--- config.mk ---
export PLATFORM = sky130hd
export DESIGN_NAME = debounced_switchbank
export DESIGN_NICKNAME = d
export VERILOG_FILES = /design/src/rtl/debounced_switchbank.sv
export SDC_FILE = /design/constraint.sdc
export NUM_CORES = 1
export LEC_CHECK = 0
export CAP_MARGIN = 20
export CORE_UTILIZATION = 43
export DETAILED_ROUTE_END_ITERATION = 7
export GPL_TIMING_DRIVEN = 1
export PLACE_DENSITY = 0.68
export REMOVE_ABC_BUFFERS = 1
export SLEW_MARGIN = 40
export SYNTH_ARGS = -nofsm -noshare
export SYNTH_HDL_FRONTEND = slang
export SYNTH_SLANG_ARGS = --single-unit
--- constraint.sdc ---
create_clock -name clk -period 1.28 [get_ports clk]
set_input_delay 0.192 -clock clk [delete_from_list [all_inputs] [get_ports clk]]
set_output_delay 0.192 -clock clk [all_outputs]
set_load 0.01 [all_outputs]
--- src/rtl/debounced_switchbank.sv ---
// N-channel panel switch bank: two-flop sync, counter debounce, toggle/momentary.
// Optional SWITCHBANK_PRESS_EN adds the per-channel press pulse output.
module debounced_switchbank #(
    parameter int          N               = 8,
    parameter int          DEBOUNCE_CYCLES = 16,
    parameter int          CNT_BITS        = $clog2(DEBOUNCE_CYCLES),
    parameter logic [N-1:0] TOGGLE_MASK    = {N{1'b1}},
    parameter logic [N-1:0] RESET_VALUE    = {N{1'b0}}
) (
    input  logic         clk,
    input  logic         rst_n,
    input  logic [N-1:0] buttons,
    input  logic         load,
    input  logic [N-1:0] load_value,
    output logic [N-1:0] switches,
    output logic         changed
`ifdef SWITCHBANK_PRESS_EN
    ,
    output logic [N-1:0] press
`endif
);

    localparam logic [CNT_BITS-1:0] CNT_MAX = CNT_BITS'(DEBOUNCE_CYCLES - 1);
    localparam logic [N-1:0] SW_RESET = RESET_VALUE & TOGGLE_MASK;

    logic [N-1:0]        sync1;
    logic [N-1:0]        sync2;
    logic [N-1:0]        stable;
    logic [CNT_BITS-1:0] cnt [N];

    logic [N-1:0] accept;
    logic [N-1:0] rise;
    logic [N-1:0] sw_next;

    always_comb begin
        accept  = '0;
        rise    = '0;
        sw_next = switches;
        for (int i = 0; i < N; i++) begin
            accept[i] = (sync2[i] != stable[i]) && (cnt[i] == CNT_MAX);
            rise[i]   = accept[i] && sync2[i];
            if (TOGGLE_MASK[i]) begin
                // load overrides a same-edge toggle
                if (load)
                    sw_next[i] = load_value[i];
                else if (rise[i])
                    sw_next[i] = ~switches[i];
            end else if (accept[i]) begin
                sw_next[i] = sync2[i];
            end
        end
    end

    always_ff @(posedge clk or negedge rst_n) begin
        if (!rst_n) begin
            sync1    <= '0;
            sync2    <= '0;
            stable   <= '0;
            switches <= SW_RESET;
            changed  <= 1'b0;
            for (int i = 0; i < N; i++)
                cnt[i] <= '0;
        end else begin
            sync1    <= buttons;
            sync2    <= sync1;
            switches <= sw_next;
            changed  <= (sw_next != switches);
            for (int i = 0; i < N; i++) begin
                if (sync2[i] == stable[i]) begin
                    cnt[i] <= '0;
                end else if (accept[i]) begin
                    stable[i] <= sync2[i];
                    cnt[i]    <= '0;
                end else begin
                    cnt[i] <= cnt[i] + CNT_BITS'(1);
                end
            end
        end
    end

`ifdef SWITCHBANK_PRESS_EN
    always_ff @(posedge clk or negedge rst_n) begin
        if (!rst_n)
            press <= '0;
        else
            press <= rise;
    end
`endif

endmodule
* Word-level counts from Yosys, hierarchy flattened *
Index checks and enable logic that the tools add are counted.

cells by class
  bitwise gates (word level) = 16
  reduce and logical (&&, ||, !) cells = 24
  add/sub/neg operators = 8
  mux-type cells = 32
  equal/unequal tests = 25

operators with widths
  kind                                                            count
  4-bit two-way mux                                               16
  4-bit by 1-bit adder with 4-bit output (second input constant)  8
  4-bit == test (second input constant)                           8
  1-bit logical AND                                               16
  1-bit two-way mux                                               16
  1-bit inverter                                                  16
  2-bit AND reduction                                             8
  1-bit == test                                                   8
  1-bit inequality test                                           8
  8-bit inequality test                                           1

word-level totals
  flip-flop bits (word level) = 65
  output and inout bits = 9

* Depth between registers and ports, before layout *
  depth in word-level cells = 6
  gate-level depth with buffers = 5
  mapped depth without buffers = 5

* Least setup slack after synthesis *
OpenSTA, ideal clock, no wires.

  kind = reg2reg
  start = reg cnt[12] (netlist bit)
  end = reg changed
  cell stages (with the launch flop) = 6
  clock period less this slack = 1.259 ns
  path slack = 0.021 ns
  arrival = 1.125 ns
  cells stage by stage = dfrtp_1 > ha_1 > nand3_2 > nor3b_2 > nor4_1 > a31oi_1

on the way
  cells in the longest elaborated chain, start to end = 6

RTL lines
  item                               RTL line  text
  from (decl)                        29        logic [CNT_BITS-1:0] cnt [N];
  from (signal, indexed assignment)  75        cnt[i] <= cnt[i] + CNT_BITS'(1);
  4-bit == test                      40        accept[i] = (sync2[i] != stable[i]) && (cnt[i] == CNT_MAX);
  1-bit logical AND                  40
  1-bit logical AND                  41        rise[i] = accept[i] && sync2[i];
  1-bit two-way mux                  46        else if (rise[i])
  1-bit two-way mux                  44        if (load)
  8-bit inequality test              67        changed <= (sw_next != switches);
  to (signal assigned)               67
  to (decl)                          16        output logic changed

Every way passes these cells.
A chain may end at the register's enable or synchronous reset.

* Worst setup path after layout *
  start = reg switches[1]
  end = reg changed

on the way
  cells in the longest elaborated chain, start to end = 4

RTL lines
  item                       RTL line  text
  from (decl)                15        output logic [N-1:0] switches,
  from (signal assigned)     66        switches <= sw_next;
  1-bit inverter             47        sw_next[i] = ~switches[i];
  1-bit two-way mux          46
  1-bit two-way mux          44
  8-bit inequality test (*)  67

Every way passes the cells marked *; elsewhere a longest branch is shown, timed or not.

==> metrics.yaml <==
area_growth_pct: 42.67
path_delay_family: "flip-flops"
cts-root-buf: "clkbuf_8"
dp_hpwl_um: 3545
endpoint_kind: "flop"
fin_hold_ws_ns: 0.2765
dr.pass1.iters: 4
wl_per_cell_um: 14.39
rows: 28
cp_num_buf_inv: 1
netSwitchingPower_uw: 1105
grt_max_degree: 33
preCtsSetupSlack_ns: -0.07771
cts.clk_slew.worst_paths_ns: 0.07
critPathLaunch: "switches[1]"
gr-total-overflow: 0
cap_viol_max_count: 0
mostFrequentLayoutCells: "dfrtp_1 (65), buf_4 (47), xnor2_1 (31), clkdlybuf4s50_1 (17), a21oi_1 (12)"
nets: 328
htree_levels: 3
cts_tree: "yes"
hold_violations: 0
clkPwrFrac_pct: 37.1
ioPinCount: 28
design_area_um2: 3920
clock.fmax_mhz: 767.2
violations: "negative setup slack"
hp-class: "in -> async"
cts_sinks: 65
power_switching_share_pct: 23.84
ys_warn_count: 0
rsz0062_at_grt: "yes"
grt_use_total_pct: 17.89
grt_antenna_before_repair: 0
relSlewSlack_pct: 71.26
syn_avg_cell_area_um2: 12.90
worst_slew_pin_slew_ns: 0.4281
die_area_um2: 6713
cp-start-kind: "flop"
initialDrtViolationCount: 82
power_density_nw_per_um2: 1183
placed_area_um2: 3338
netlist-cell-type-count: 24
r2r_setup_slack_ns: -0.02
ys_seq_elements: 65
synthCells: 213
seqPwrFrac_pct: 49.0
comb_power_share_pct: 13.9
period_needed_ns: 1.303
status: "finished with violations"
drc: 0
clk-insertion-delay-late_ns: 0.33
critical_path.cell_chain: "buf_4, xnor2_1, nand4_1, nor3_2, a31oi_1"
reg2reg_from: "switches[1]"
finalMaxSlewViolations: 0
layout_commonest_cell: "dfrtp_1"
critPathMaxStageDelay_ns: 0.39
arrival_ns: 1.50
final_antenna_net_count: 0
crit_fanout: 2
gp_congestion: 0.7517
core_area_um2: 6026
path_class: "reg -> reg"
drive_gt1_share_pct: 33.77
setup_viol: 2
finalWorstSetupSlack_ns: -0.02338
grt_pass1_vias: 1872
initial_utilization_pct: 45.60
vias_per_cell: 5.005
leakage_uw: 0.001645
drt_wl_total_um: 5467
worst_path_max_delay_cell: "dfrtp_1"
numCtsBuffers: 9
synthesis.area_um2: 2748
synth_seq_area_share_pct: 59.20
diodes: 0
via_count: 1902
cts_buffer_depth: 2
die_x_um: 81.94
post-route-period-util_pct: 101.8
grt_pass1_wl_um: 8694
power.internal_uw: 3531
peakVddDrop_mv: 0.8052
portBuffers: 27
cp.required_ns: 1.48
clock_skew_ns: 0.006770
die_y_um: 81.94
## layer usage
layer	wire length (µm)	part of all wire [%]	global-route usage [%]	vias to the layer above
li1	-	-	-	932
met3	177	3.2	6.000	7
met4	57	1.0	5.263	0
met1	2461	45	22.75	934
met5	0	0	0	-
met2	2770	51	28.93	29
## power by group through the flow
stage / clock, µW / combinational (µW) / sequential, µW
2_1_floorplan: 0 / 202 / 2300
3_3_place_gp: 0 / 507 / 2290
3_5_place_dp: 0 / 519 / 2300
4_1_cts: 1760 / 583 / 2250
5_1_grt: 1860 / 709 / 2290
6_report: 1720 / 643 / 2270
## worst reg2reg max path, delay by kind of cell, from the launching register on
family	cells	cell delay [ns]
AND/OR/NAND/NOR	2	0.34
XOR/XNOR	1	0.22
flip-flops	1	0.39
AO/OA/AOI/OAI	1	0.07
buffers and inverters	1	0.16
## layout make-up
class / instances / area, µm²
clock buffer: 12 / 155.1
clock inverter: 3 / 40.04
fill: 477 / 2106
inverter: 7 / 26.28
multi-input combinational: 140 / 1310
sequential: 65 / 1627
tap: 75 / 93.84
timing repair buffer: 78 / 668.1
## what timing repair did
action                                  in CTS  in global routing
buffers inserted                            12                 10
hold buffers                                 1                  0
endpoints found under the setup margin      14                 10
resized for setup                           27                 18
pin swaps                                   14                 21
hold endpoints to repair                     9                  0
## cell usage after synthesis, drive strengths merged
cell,instances,area (µm²)
clkbuf,1,3.750
nand4,2,12.51
a21o,2,15.01
inv,7,26.28
mux2,8,90.09
a311oi,8,70.07
ha,8,100.1
nand2,8,30.03
nor2b,8,50.05
a31oi,3,18.77
a21oi,12,60.06
xnor2,32,280.3
nand3,8,75.07
nor3,1,5.000
nor4,2,12.51
nor2,8,30.03
nand4b,6,52.55
o21ai,14,73.82
nor3b,10,115.1
dfrtp,65,1627
## cell families after synthesis
| kind of cell | count (synthesis) | synth area share [%] |
|---|---|---|
| fa+ha+maj | 8 | 3.643 |
| simple gates | 53 | 13.93 |
| xor+xnor | 32 | 10.20 |
| compound gates | 39 | 8.652 |
| buf+inv | 8 | 1.093 |
| flops | 65 | 59.20 |
| mux | 8 | 3.279 |
## per-stage QoR
step / util (%) / total power [µW] / setup TNS (ns) / cells
after CTS: 61.65 / 4597 / -0.01684 / 370
final: 65.05 / 4636 / -0.02462 / 380
after global routing: 65.05 / 4853 / -0.5688 / 380
after global placement: 55.40 / 2801 / -0.04639 / 342
after detailed placement: 55.40 / 2817 / -0.1776 / 342
after floorplan: - / 2504 / 0 / 212
## state kept, by name, indices dropped and copies added (netlist names)
| name | count |
|---|---|
| sync1 | 8 |
| stable | 8 |
| sync2 | 8 |
| cnt | 32 |
| changed | 1 |
| switches | 8 |
## path summary, 6_finish.rpt
kind	end	cells after the start
hold reg to reg	sync2[0]	0
setup reg to reg	changed	5
min in group clk	sync1[6]	1
hold / removal	cnt[2]	2
setup / recovery	changed	5
max in group asynchronous	stable[2]	3
(Power assumes the default switching activity.)
